## src/rtl/rr_grant_arbiter.sv

```systemverilog
// Round-robin arbiter with registered one-hot grant, grant hold, forced revoke
// after MAX_HOLD cycles under contention, and a one-cycle idle gap between grants.
module rr_grant_arbiter #(
    parameter int N        = 8,
    parameter int IDW      = 3,
    parameter int MAX_HOLD = 16
) (
    input  logic           clk,
    input  logic           reset_n,
    input  logic [N-1:0]   req,
    output logic [N-1:0]   gnt,
    output logic           gnt_valid,
    output logic [IDW-1:0] gnt_id
);

    typedef enum logic {
        IDLE,
        GRANT
    } state_t;

    localparam logic [7:0]     HOLD_LIM = 8'(MAX_HOLD);
    // With forced revoke disabled the counter still saturates instead of wrapping.
    localparam logic [7:0]     HOLD_SAT = (MAX_HOLD == 0) ? 8'hFF : 8'(MAX_HOLD);
    localparam logic [IDW-1:0] LAST_ID  = IDW'(N - 1);
    localparam logic [IDW:0]   N_EXT    = (IDW + 1)'(N);

    state_t         state_q, state_d;
    logic [IDW-1:0] ptr_q, ptr_d;
    logic [7:0]     hold_cnt_q, hold_cnt_d;
    logic [N-1:0]   gnt_q, gnt_d;
    logic           gnt_valid_q, gnt_valid_d;
    logic [IDW-1:0] gnt_id_q, gnt_id_d;

    logic           sel_found;
    logic [IDW-1:0] sel_id;
    logic [IDW:0]   scan_sum;
    logic [IDW-1:0] scan_idx;
    logic [IDW-1:0] next_ptr;
    logic           holder_req;
    logic           others_req;
    logic           revoke;

    // Scan upward from ptr with explicit modulo-N wrap so any N works.
    always_comb begin
        sel_found = 1'b0;
        sel_id    = '0;
        scan_sum  = '0;
        scan_idx  = '0;
        for (int k = 0; k < N; k++) begin
            scan_sum = {1'b0, ptr_q} + (IDW + 1)'(k);
            if (scan_sum >= N_EXT) begin
                scan_sum = scan_sum - N_EXT;
            end
            scan_idx = scan_sum[IDW-1:0];
            if (!sel_found && req[scan_idx]) begin
                sel_found = 1'b1;
                sel_id    = scan_idx;
            end
        end
    end

    always_comb begin
        next_ptr   = (gnt_id_q == LAST_ID) ? '0 : gnt_id_q + 1'b1;
        holder_req = req[gnt_id_q];
        others_req = |(req & ~gnt_q);
        revoke     = (MAX_HOLD != 0) && (hold_cnt_q == HOLD_LIM) && others_req;
    end

    always_comb begin
        state_d     = state_q;
        ptr_d       = ptr_q;
        hold_cnt_d  = hold_cnt_q;
        gnt_d       = gnt_q;
        gnt_valid_d = gnt_valid_q;
        gnt_id_d    = gnt_id_q;
        case (state_q)
            IDLE: begin
                if (sel_found) begin
                    gnt_d         = '0;
                    gnt_d[sel_id] = 1'b1;
                    gnt_id_d      = sel_id;
                    gnt_valid_d   = 1'b1;
                    hold_cnt_d    = 8'd1;
                    state_d       = GRANT;
                end
            end
            GRANT: begin
                // Release and timeout share one path, so a simultaneous pair is harmless.
                if (!holder_req || revoke) begin
                    gnt_d       = '0;
                    gnt_valid_d = 1'b0;
                    ptr_d       = next_ptr;
                    hold_cnt_d  = '0;
                    state_d     = IDLE;
                end else if (hold_cnt_q != HOLD_SAT) begin
                    hold_cnt_d = hold_cnt_q + 8'd1;
                end
            end
            default: begin
                state_d = IDLE;
            end
        endcase
    end

    always_ff @(posedge clk or negedge reset_n) begin
        if (!reset_n) begin
            state_q     <= IDLE;
            ptr_q       <= '0;
            hold_cnt_q  <= '0;
            gnt_q       <= '0;
            gnt_valid_q <= 1'b0;
            gnt_id_q    <= '0;
        end else begin
            state_q     <= state_d;
            ptr_q       <= ptr_d;
            hold_cnt_q  <= hold_cnt_d;
            gnt_q       <= gnt_d;
            gnt_valid_q <= gnt_valid_d;
            gnt_id_q    <= gnt_id_d;
        end
    end

    assign gnt       = gnt_q;
    assign gnt_valid = gnt_valid_q;
    assign gnt_id    = gnt_id_q;

endmodule

```

## config.mk

```make
export PLATFORM = sky130hd
export DESIGN_NAME = rr_grant_arbiter
export DESIGN_NICKNAME = d
export VERILOG_FILES = /design/src/rtl/rr_grant_arbiter.sv
export SDC_FILE = /design/constraint.sdc
export NUM_CORES = 1
export LEC_CHECK = 0
export ABC_AREA = 1
export ABC_CLOCK_PERIOD_IN_PS = 2400
export BUFFER_PORTS_ARGS = -buffer_cell sky130_fd_sc_hd__buf_2
export CAP_MARGIN = 20
export CELL_PAD_IN_SITES_DETAIL_PLACEMENT = 1
export CELL_PAD_IN_SITES_GLOBAL_PLACEMENT = 2
export CORE_MARGIN = 2
export CORE_UTILIZATION = 30
export DETAILED_ROUTE_END_ITERATION = 8
export PLACE_DENSITY = 0.77
export SYNTH_ARGS = -nofsm -noshare
export SYNTH_HDL_FRONTEND = slang
export SYNTH_SLANG_ARGS = --single-unit
```

## constraint.sdc

```tcl
create_clock -name clk -period 2.4 [get_ports clk]
set_input_delay 0.36 -clock clk [delete_from_list [all_inputs] [get_ports clk]]
set_output_delay 0.36 -clock clk [all_outputs]
set_load 0.01 [all_outputs]
```

Word level (Yosys, flattened, before mapping)
Index checks and enable logic that the tools add are counted.
- bits in registers: 24
- bits in latches: 0
- bits in writable memories: 0
- ROM bits: 0
- input port bits: 10
- output and inout bits: 12
- word-level logic and storage cells: 132
- memories kept: 0
- add/subtract/negate cells: 17
- multiply operators: 0
- div/mod/pow operators: 0
- $lt $le $gt $ge: 19
- eq/ne operators: 6
- shift-type cells: 0
- multiplexer cells: 58
- bitwise logic cells: 3
- reduce and logical (&&, ||, !) cells: 23
- operators by type and width (kind ; count):
    $mux 3 ; 17
    $lt 3x4->1 const B ; 10
    $mux 8 ; 5
    $pmux 8 s2 ; 2
    $ge 4x4->1 const B ; 7
    $bmux 1 s3 ; 9
    $sub 3x1->3 const B ; 8
    $mux 1 ; 22
    $add 3x3->4 const B ; 4
    $logic_and 1x1->1 ; 9
    $add 3x2->4 const B ; 2
    $add 8x1->8 const B ; 1
    $and 8x8->8 ; 1
    $eq 8x5->1 const B ; 1
    $logic_not 1->1 ; 8
    $ne 8x5->1 const B ; 1
    $not 8->8 ; 1
    $reduce_and 2->1 ; 4
    $reduce_or 8->1 ; 1
    $add 3x1->4 const B ; 1
    $ge 3x4->1 const B ; 1
    $pmux 1 s2 ; 2
    $add 3x1->3 const B ; 1
    $demux 1 s3 ; 1
    other kinds (7) ; 7

Logic depth before layout (Yosys ltp)
Gate-level depths: netlist (run 1).
- word-level depth: 32
- depth in mapped cells: 18
- depth with buffers taken out: 16

Worst setup path after synthesis (run 1)
OpenSTA, ideal clock, no wires.
- kind: register to register
- start point: register ptr_q[0]
- end point: register gnt_q[1], in the netlist gnt[1]
- setup time: 116 ps
- data arrival time: 2262 ps
- data required time: 2284 ps
- slack: 22 ps
- stages on the path, launching flop included: 19
- buffers on the path: 2
- period minus slack after synthesis: 2378 ps
- cell sequence: dfrtp_1 -> buf_6 -> inv_2 -> buf_6 -> ha_1 -> inv_2 -> nand3_2 -> nand3_2 -> nand2_2 -> nor2_4 -> nand4_4 -> nor2_8 -> nand3_4 -> nand2_4 -> inv_4 -> nand3_2 -> inv_2 -> nand2_1 -> nand2_1
- longest elaborated chain between the ends: 32
- elaborated cells between the ends (all ways): 86
- classes of those cells: add/sub: 15; order compare: 10; eq/ne: 1; mux: 44; reduce/logical: 16
- RTL lines (element ; RTL line ; text):
    start: declaration ; 28 ; logic [IDW-1:0] ptr_q, ptr_d;
    start signal: assignment ; 115 ; ptr_q <= ptr_d;
    parallel branches: the longest is 32 deep, another holds $add 3x1->4 ; -- ;
    end signal: assignment ; 117 ; gnt_q <= gnt_d;
    end: declaration ; 30 ; logic [N-1:0] gnt_q, gnt_d;
Parallel ways; which one is timed is not known. The select of a mux whose other input is x is not followed.
A chain may end at the register's enable or synchronous reset.

Worst setup path after layout (run 1)
- start point: register ptr_q[0]
- end point: register hold_cnt_q[1]
- longest elaborated chain between the ends: 28
- elaborated cells between the ends (all ways): 71
- classes of those cells: add/sub: 15; order compare: 8; eq/ne: 1; mux: 32; reduce/logical: 15
- RTL lines (element ; RTL line ; text):
    parallel branches: the longest is 25 deep, another holds $add 3x1->4 ; -- ;
    $mux 1 * ; 55 ; if (!sel_found && req[scan_idx]) begin
    $ne 2x2->1 (no line) * ; -- ;
    $reduce_and 2->1 (no line) * ; -- ;
    end signal: assignment ; 116 ; hold_cnt_q <= hold_cnt_d;
    end: declaration ; 29 ; logic [7:0] hold_cnt_q, hold_cnt_d;
Every way passes the cells marked *. The select of a mux whose other input is x is not followed.

==> flow_results.org, run 1 <==
** Critical path
- Startpoint types :: register
- Critical setup path kind :: reg -> reg
- Crit path DAT :: roughly 2.5 ns
- Element type at the critical path end :: register
- For this run, the slowest stage of the critical path takes 0.41 ns.
- Of all nets on the critical path, the largest fanout is 10.
- Data on the critical path is required at its endpoint by around 2.6 ns.
- Traced cell by cell, the critical path runs through buf_6 > ha_4 > xor2_2 > nand3_2 > nand2_4 > nor2_4 > nand4_4 > nor2_8 > nand4_1 > nand2_2 > inv_4 > nand3_1 > o21ai_1.
- Highest-delay cell along the critical path :: dfrtp_1

** Yosys
- During synthesis, Yosys emitted a total of 0 warnings.
- After synthesis, the share of flip-flops with an asynchronous set or reset is 1.00.
- Post-Syn Area per Cell :: ~7.2 um^2
- Number of different library cells in the post-synthesis netlist :: 35
- Syn Nets :: 308
- Post-synthesis cell count :: 292
- In the synthesized netlist the dominant register cell turns out to be dfrtp_1.
- Post-synthesis sequential area ratio :: 0.286
- Yosys mapped a number of flops with a built-in enable equal to 0.
- Post-synthesis instance area :: around 2100 um^2
- Number of flip-flops and latches in the synthesized netlist :: 24

** Timing
- Setup repair after global routing could not meet its margin everywhere.
- Measured against its own limit, the worst slew margin works out to 0.621.
- Max-slew violation total from the final report :: 0
- The clock period could shrink to approximately 2.3 ns.
- On the final layout, the worst hold slack is between 0.05 and 0.06 ns.
- Of the available clock period, the critical path in the final layout requires 0.947.
- Least-Margin Pin Slew :: 0.569 ns
- Setup violations remaining at the end of the flow were counted as 0.
- Highest Clock Rate :: 0.440 GHz
- The total count of hold-check failures in the final report came to 0.
- Clock skew after layout :: approximately 0.0045 ns

** Route
- For this block, the via count after detailed routing is 2062.
- Once detail routing completed, the nets flagged for antenna violations numbered 0.
- The first detailed-routing pass ran for 4 iterations.
- DRC errors left :: 0
- Number of violations reported at the end of detailed-routing iteration 0 :: 52
- Wire length per cell :: ~15 um
- DR vias/cell :: 4.82
- Wires add up to 6630 um.

** Power
- The analysis attributes to cell leakage a power of around 0.0013 uW.
- IR analysis of the VDD net gives a maximum drop of roughly 0.00045 V.
- In this run the power density over the cells is 1720 nW/um^2.

** Finish
- Commonest non-fill, non-tap cell in the layout :: nand2_1
- Commonest cells after routing, fill and taps aside :: nand2_1, nand3_1, inv_1, nor2_1, dfrtp_1
- In the final layout, the share of cells above drive strength 1 is 0.292.
- Fin area :: 2630 um^2
- Final nets :: 349
- The number of antenna diodes in the final layout is 0.
- Final standard cell utilization of the core :: 0.386
- Area growth from synthesis to final layout :: 25.0%

** GRT
- Congestion Overflow GR :: 0
- Overall fraction of global-route tracks in use :: 0.183
- Via count of the first global-routing pass :: roughly 2300
- Wire length of the first global-routing pass :: 11100 um
- The initial antenna violation count came to 0.
- Largest net degree at the start of global routing :: 25

** Placed design
- The count of buffers added on input and output ports is 21.
- The placed instances occupy a cell area of about 2300 um^2.
- Routability-driven placement finished with a final weighted congestion of 0.823.
- Detailed placement ended at an HPWL of 5230 um.

** Clock tree
- Clock latency on the worst-skew pair, taken at its later pin, is 0.28 ns.
- Post-CTS clock slew at the launch and capture registers of the worst setup and hold paths :: 0.09 ns
- Clock buffer count from CTS :: 3
- CTS Buffer Depth :: 2
- Clock tree from TritonCTS :: built
- CTS built an H-tree with a depth of 1.
- The tree is rooted in a clkbuf_8.
- The clock drives 24 sinks.
- In this run, post-CTS hold repair placed 0 buffers.

** Die
- Placeable Area :: 6790 um^2
- Area enclosed by the die boundary :: 7690 um^2
- Initial Utilization :: 0.309
- Count of pins on the block boundary :: 22
- Number of placement rows :: 30
- Die outline height :: a little under 90 um
- Measured along the x axis, the die boundary spans 87.7 um.

** Run
- The tool flagged a number of max-cap violations equal to 0.

** Hold path
- The tightest min-delay check is of the in -> async type.

** Run status
- The run finished with clean final reports.
[sequential cells by signal, indices dropped and copies added (netlist names)]
register,cells
hold_cnt_q,8
state_q,1
gnt_id,3
ptr_q,3
gnt_valid,1
gnt,8
[final cells by class]
cell class | instances | area (um^2)
repair buffers | 40 | 259
clock inverters | 1 | 30.0
flip-flops and latches | 24 | 602
clock buffers | 3 | 41.3
multi-input cells | 228 | 1420
inverters | 36 | 150
fillers | 878 | 4170
well taps | 96 | 120
[worst max-delay path: cells and delay by family (launching register included)]
kind | cells | cell delay, ns
fa+ha+maj | 1 | 0.18
xor+xnor | 1 | 0.16
simple gates | 8 | 1.12
compound gates | 1 | 0.06
flops | 1 | 0.41
buf+inv | 2 | 0.23
[synthesized netlist by cell type, types with 2 or more instances]
| master | count | area (um^2) |
|---|---|---|
| nand2_1 | 76 | 285 |
| nand3_2 | 15 | 150 |
| nand2_4 | 3 | 33.8 |
| o21ai_0 | 14 | 70.1 |
| a21oi_1 | 10 | 50.1 |
| nand3_1 | 30 | 150 |
| buf_6 | 2 | 22.5 |
| nand4_1 | 5 | 31.3 |
| o21ai_1 | 7 | 35.0 |
| o22ai_1 | 4 | 25.0 |
| xor2_1 | 5 | 43.8 |
| nor2_8 | 2 | 40.0 |
| inv_1 | 28 | 105 |
| o31ai_1 | 2 | 15.0 |
| nand3b_1 | 2 | 15.0 |
| nand2_2 | 11 | 68.8 |
| inv_2 | 6 | 22.5 |
| buf_4 | 2 | 15.0 |
| nor2_1 | 23 | 86.3 |
| ha_1 | 6 | 75.1 |
| xnor2_1 | 2 | 17.5 |
| dfrtp_1 | 24 | 601 |
[stage by stage]
step | worst slack [ns] | power (uW) | TNS (ns) | instances
2_1_floorplan | 0.0218 | 2900 | 0 | 292
3_3_place_gp | 0.0244 | 3700 | 0 | 413
3_5_place_dp | -0.0158 | 3720 | -0.0158 | 413
4_1_cts | -0.0115 | 4140 | -0.0115 | 417
5_1_grt | -0.0585 | 4950 | -0.414 | 428
6_report | 0.127 | 4510 | 0 | 428
[worst paths after layout]
kind | cells past startpoint | start | end | slack [ns]
min reg2reg | 2 | gnt_valid | gnt_valid | 0.51
max | 13 | ptr_q[0] | hold_cnt_q[1] | 0.13
max reg2reg | 13 | ptr_q[0] | hold_cnt_q[1] | 0.13
min | 1 | reset_n | hold_cnt_q[1] | 0.06
min in group clk | 2 | gnt_valid | gnt_valid | 0.51
max in group asynchronous | 1 | reset_n | ptr_q[2] | 1.94
[logic make-up after synthesis]
kind of cell               count (synthesis)  share of synthesized area
and+or+nand+nor                          173                      0.443
buffers and inverters                     40                     0.0834
AOI/OAI and AO/OA                         41                      0.116
xor gates and xnor gates                   8                     0.0369
DFF                                       24                      0.286
adders and majority gates                  6                     0.0357
[report_power, final]
group / switching (uW) / internal [uW] / total [uW]
registers: 152 / 530 / 682
clock network: 149 / 224 / 373
logic: 2230 / 1220 / 3450
[what timing repair did]
action,CTS,global route
gates resized for setup,3,21
pin swaps,0,7
buffers inserted,0,11
endpoints found under the setup margin,8,19
[routing by layer]
metal  vias up  global-route usage  part of all wire
met1       980               0.247              0.48
met4         0              0.0420             0.015
met5         -                   0                 0
met3         8              0.0189             0.026
li1       1044                   -                 -
met2        30               0.315              0.48
No activity file was read; power rests on OpenSTA's default activity.
==> run 2, diff against run 1 <==
Settings changed: PLACE_DENSITY 0.77 to default, PLACE_DENSITY_LB_ADDON from default to 0.1.
==> flow_results.org, run 2 (same netlist as run 1, synthesis figures left out) <==
** Clock tree
- Hold-fix buffer count after cts :: 0 (unchanged)
- The maximum buffer depth of the clock tree came to 2 (unchanged).
- Clock buffer count from CTS :: 3 (unchanged)
- TritonCTS built the clock tree.
- CTS Sinks :: 24 (unchanged)
- The worst-skew pair later-pin latency came to 0.27 ns (about the same).
- Post-CTS clock slew at the launch and capture registers of the worst setup and hold paths :: 0.09 ns (about the same)
- H-tree level count :: 1 (unchanged)
- The tree is rooted in a clkbuf_8.

** Finish
- Relative to the synthesized area, the layout overhead comes to 31.1%.
- Layout cells sized above 1 :: 0.373 (+0.0813)
- Final nets :: 349 (unchanged)
- The fill cell total of the finished layout was 862 (-1.8%).
- Area of the multi-input gates :: 1570 um^2 (+10%)
- The total inserted antenna cells came to 0 (unchanged).
- Commonest non-fill, non-tap cell in the layout :: nand2_1
- The sequential standard cell area is 602 um^2 (unchanged).
- The library cells used most frequently in the layout, excluding fill and tap cells, are nand2_1, inv_1, dfrtp_1, nand3_1, buf_2.

** Route
- The number of design-rule violations left by the first detailed-router iteration is 58 (+12%).
- Remaining antenna violation count :: 0 (unchanged)
- Number of vias after detailed routing :: 2050 (-0.58%)
- The vias per cell came to 4.79 (-0.58%).
- DRC errors left :: 0 (unchanged)
- The detailed-routing iteration count for the pre-antenna-repair pass was 4 (unchanged).
- Wire length per cell :: 15.1 um (-2.6%)
- Detailed Route WL :: 6460 um (-2.6%)

** Critical path
- The critical path in this run is classified as reg -> reg.
- Crit path DAT :: 2.42 ns (-0.03 ns)
- Highest-delay cell along the critical path :: dfrtp_1
- Among the stages of the critical path, the cell type that occurs most often is buf_4.
- Walking the worst path, the cells encountered are buf_4 > ha_2 > xor2_2 > nand3_1 > nand2_1 > buf_4 > nor2_8 > buf_4 > nand3_1 > nand3_2 > buf_4 > nand2_1 > o21ai_0.
- Critical-path maximum fanout :: 8 (-2)
- The delay contributed by the slowest stage of the critical path was 0.42 ns (about the same).
- The worst setup path is launched from a register.
- The required time at the worst-slack endpoint came to 2.56 ns (-0.02 ns).
- Element type at the critical path end :: register

** Die
- The starting utilization of the core area came to 0.309 (unchanged).
- The vertical die dimension came to 87.7 um (unchanged).
- Placeable Area :: 6790 um^2 (unchanged)
- Overall die width :: 87.7 um (unchanged)
- The area enclosed by the die boundary came to 7690 um^2 (unchanged).
- The number of primary I/O pins is 22 (unchanged).
- The number of rows in the core area is 30 (unchanged).

** GRT
- Wire length of the first global-routing pass :: 10600 um (-4.3%)
- Largest net degree at the start of global routing :: 25 (unchanged)
- The initial antenna violation count was 0 (unchanged).
- The number of global-route vias before repair came to 2084 (-8.0%).
- The overall track demand over capacity in global routing came to 0.175 (-0.00808).
- Congestion Overflow GR :: 0 (unchanged)

** Timing
- The final worst clock skew came to 0.00241 ns (-0.00208 ns).
- Final critical-path share of the clock period :: 0.942 (-0.00480)
- The slew of the pin with the lowest slew margin came to 0.578 ns (+0.00881 ns).
- Setup repair after global routing could not meet its margin everywhere.
- Max-slew violation total from the final report :: 0 (unchanged)
- Highest Clock Rate :: 0.442 GHz (+0.51%)
- Max-Slew Margin vs Limit :: 0.615 (-0.00588)
- The minimum period implied by the final worst setup slack was 2.26 ns (-0.0115 ns).
- Worst path setup slack after routing :: 0.138 ns (+0.0115 ns)
- Worst hold slack :: 0.0774 ns (+0.0204 ns)
- The final count of negative-setup-slack endpoints came to 0 (unchanged).
- The total count of hold-check failures in the final report came to 0 (unchanged).

** Run status
- Status :: complete, no violations

** Run
- Max cap viols :: 0 (unchanged)

** Placed design
- Port-buffer cells :: 21 (unchanged)
- The worst setup slack before clock tree synthesis came to -0.0634 ns (-0.0476 ns).
- Placed wire-length estimate :: 5170 um (-1.2%)
- Final GP Congestion :: 0.845 (+2.6%)

** Hold path
- Worst hold-check path type :: in -> async
## run 2: cell types whose count changed in the layout (fill, tap and decap cells not counted), moves of 5 or more
cell | previous run | this run
nand3_4 | 4 | 11
nor2_1 | 23 | 16
nor2_2 | 0 | 5
nand2_2 | 11 | 19
nand2_1 | 75 | 65
nand3_1 | 29 | 22
## run 2: stage by stage
stage               TNS (ns)   util  instances  instance area [um^2]
floorplan                  0      -        292                  2100
global placement     -0.0576  0.354        419                  2410
detailed placement    -0.178  0.354        419                  2410
CTS                        0  0.366        425                  2480
global route          -0.199  0.405        428                  2750
finish                     0  0.405        428                  2750
## run 2: worst paths after layout
kind | from | end | slack (ns) | depth (start not counted)
max | ptr_q[1] | gnt_id[1] | 0.14 | 13
min | reset_n | gnt[6] | 0.08 | 1
max reg2reg | ptr_q[1] | gnt_id[1] | 0.14 | 13
min reg2reg | gnt_valid | gnt_valid | 0.51 | 2
max in group asynchronous | reset_n | ptr_q[2] | 1.91 | 1
min in group clk | gnt_valid | gnt_valid | 0.51 | 2
## run 2: area by class of cell
class | count | share of cell area
multi-input cells | 228 | 0.570
flip-flops and latches | 24 | 0.219
repair buffers | 40 | 0.0959
inverters | 36 | 0.0518
well taps | 96 | 0.0436
clock buffers | 4 | 0.0200
## run 2: critical path, delay by kind of cell, from the launching register on
kind,cells,cell delay [ns]
compound gates,1,0.07
xor+xnor,1,0.24
fa+ha+maj,1,0.21
buf+inv,4,0.58
flops,1,0.42
simple gates,6,0.62
## run 2: repair_timing
action,in CTS,in global routing
setup endpoints to repair,9,15
setup buffers,2,5
gates resized for setup,3,53
pin swaps,2,7
## run 2: routing by layer
metal / GRT usage / share of wire / up-vias
met4: 0.0322 / 0.0062 / 0
met3: 0.0179 / 0.013 / 4
li1: - / - / 1041
met1: 0.253 / 0.51 / 992
met5: 0 / 0 / -
met2: 0.284 / 0.47 / 13
Power of run 2 is not shown: default switching activity piles up to over one toggle a cycle in this logic, so the estimate is an artifact.
==> run 3, diff against run 2 <==
Settings changed: ABC_CLOCK_PERIOD_IN_PS 2400 to 2500, CORE_UTILIZATION 30 to 34.
Clock period 2.4 ns to 2.5 ns, I/O delays scaled along.
==> flow_results.org, run 3 (same netlist as run 1, synthesis figures left out) <==
** Power
- PwrDens :: 1630 nW/um^2
- Across the VDD grid, the largest voltage drop is ~0.00053 V.
- Leakage dissipation :: 0.00122 uW
- After layout, the design draws a total of 3980 uW.

** Timing
- Max-slew violation total from the final report :: 0 (unchanged)
- Setup repair after global routing missed its margin :: false
- Worst path setup slack after routing :: 0.183 ns (+0.0447 ns)
- Max-Slew Margin vs Limit :: 0.628 (+0.0126)
- The final worst clock skew came to 0.00421 ns (+0.00180 ns).
- The total count of hold-check failures in the final report came to 0 (unchanged).
- The minimum period implied by the final worst setup slack was 2.32 ns (+0.0553 ns).
- Final count of negative-setup-slack endpoints :: 0 (unchanged)
- Worst hold slack :: 0.0836 ns (+0.00622 ns)
- The slew of the pin with the lowest slew margin is 0.559 ns (-0.0189 ns).
- The sum of negative setup slack came to 0 ns (unchanged).
- Final critical-path share of the clock period :: 0.927 (-0.0156)
- Highest Clock Rate :: 0.432 GHz (-2.4%)

** Die
- Number of placement rows :: 28 (-6.7%)
- The number of primary I/O pins was 22 (unchanged).
- Overall die width :: 82.6 um (-5.8%)
- The starting utilization of the core area is 0.353 (+0.0435).
- Die outline height :: 82.6 um (-5.8%)
- The area enclosed by the die boundary was 6820 um^2 (-11%).
- Placeable Area :: 5960 um^2 (-12%)

** Route
- Remaining antenna violation count :: 0 (unchanged)
- First-pass detailed-route iteration total :: 4 (unchanged)
- The wire length per cell after detailed routing came to 15.8 um (+4.8%).
- Number of vias after detailed routing :: 1972 (-3.8%)
- The wire length on met2 is 3220 um (+5.7%).
- The detailed route wirelength on metal3 is 79 um (-7.1%).
- Routed signal wires occupy layers up through met4.
- Wire length the detailed router placed on met1 :: 2950 um (-10%)
- The number of design-rule violations left by the first detailed-router iteration came to 83 (+43%).
- The vias per cell was 4.95 (+3.4%).
- The wire length after detailed routing was 6290 um (-2.5%).
- DRC errors left :: 0 (unchanged)

** Placed design
- The port buffer count came to 21 (unchanged).
- Worst slack at placement :: 0.0437 ns (+0.107 ns)
- Placed wire-length estimate :: 5220 um (+0.92%)
- The final estimated routing congestion in global placement came to 0.817 (-3.3%).

** GRT
- The largest net degree at the start of global routing is 25 (unchanged).
- Wire length of the first global-routing pass :: 10300 um (-2.4%)
- Initial antenna violation count :: 0 (unchanged)
- The number of global-route vias before repair is 2088 (+0.19%).
- Congestion Overflow GR :: 0 (unchanged)
- The overall track demand over capacity in global routing was 0.200 (+0.0258).

** Run
- The number of maximum-capacitance constraint violations came to 0 (unchanged).

** Finish
- The number of nets in the final layout is 340 (-2.6%).
- In the layout the commonest cells are nand2_1, nand3_1, inv_1, dfrtp_1, nor2_1.
- The library cell used most frequently in the layout, excluding fill and tap cells, is nand2_1.
- Area growth from synthesis to final layout :: 16.1%
- Fill cell total of the finished layout :: 793 (-8.0%)
- Final standard cell utilization of the core :: 0.410 (+0.00432)
- Layout cells sized above 1 :: 0.254 (-0.120)
- Number of diodes :: 0 (unchanged)

** Critical path
- The required time at the worst-slack endpoint is 2.72 ns (+0.16 ns).
- The critical-path maximum fanout came to 10 (+2).
- Crit path DAT :: 2.53 ns (+0.11 ns)
- The worst setup path is captured at a register.
- Startpoint types :: register
- Critical setup path kind :: reg -> reg

** Clock tree
- Clock tree from TritonCTS :: built
- The number of hold buffers added after CTS was 0 (unchanged).
- The maximum buffer depth of the clock tree is 2 (unchanged).
- The depth of the CTS H-tree was 1 (unchanged).
- The clock input transition at the sequential cells of the worst setup and hold paths came to 0.09 ns (about the same).
- Clock latency at the later pin of the worst-skew pair :: 0.27 ns (about the same)
- The clock sink total is 24 (unchanged).
- The number of buffers created by CTS came to 3 (unchanged).
- Clock tree synthesis selected as its root buffer the cell clkbuf_8.

** Run status
- The run finished with clean final reports.

** Hold path
- Worst hold-check path type :: in -> async
-- run 3: layer usage --
metal,vias up,GRT usage
li1,1029,-
met1,927,0.252
met2,12,0.374
met3,4,0.0152
met4,0,0.0393
met5,-,0
-- run 3: final timing paths --
path                                 end  slack (ns)  cells past startpoint  startpoint
setup reg to reg                  gnt[5]        0.18                     13    ptr_q[0]
setup / recovery                  gnt[5]        0.18                     13    ptr_q[0]
max in group asynchronous  hold_cnt_q[0]        2.05                      1     reset_n
hold / removal             hold_cnt_q[3]        0.08                      1     reset_n
min in group clk                  gnt[0]        0.51                      2      gnt[0]
hold reg to reg                   gnt[0]        0.51                      2      gnt[0]
-- run 3: worst max-delay path, stage by stage (launching register included) --
cell and delay, ns:
dfrtp_1 0.39, buf_6 0.16, ha_2 0.20, xor2_1 0.28, nand3_1 0.21, nand2_1 0.26, inv_1 0.09, nor2_1 0.11
nor2_1 0.06, nand3_1 0.16, nand3_2 0.15, inv_2 0.09, nand2_1 0.05, nand2_1 0.06
-- run 3: per-stage QoR --
stage,instance area [um^2],cells
3_3_place_gp,2320,392
4_1_cts,2390,396
5_1_grt,2440,398
3_5_place_dp,2320,392
2_1_floorplan,2100,292
6_report,2440,398
-- run 3: cell type report --
type | count | area, um^2 | share of cell area
well taps | 75 | 93.8 | 0.0385
clock buffers | 3 | 41.3 | 0.0169
repair buffers | 31 | 184 | 0.0754
multi-input cells | 228 | 1350 | 0.553
inverters | 36 | 140 | 0.0574
clock inverters | 1 | 30.0 | 0.0123
flip-flops and latches | 24 | 601 | 0.246
-- run 3: power by group --
part           internal, uW  total (uW)  switching, uW
combinational           985        3000           2020
clock                   214         347            133
sequential              507         633            126
total                  1710        3980           2280
-- run 3: what timing repair did --
action | CTS | global route
endpoints found under the setup margin | 0 | 17
resized for setup | 0 | 7
setup buffers | 0 | 2
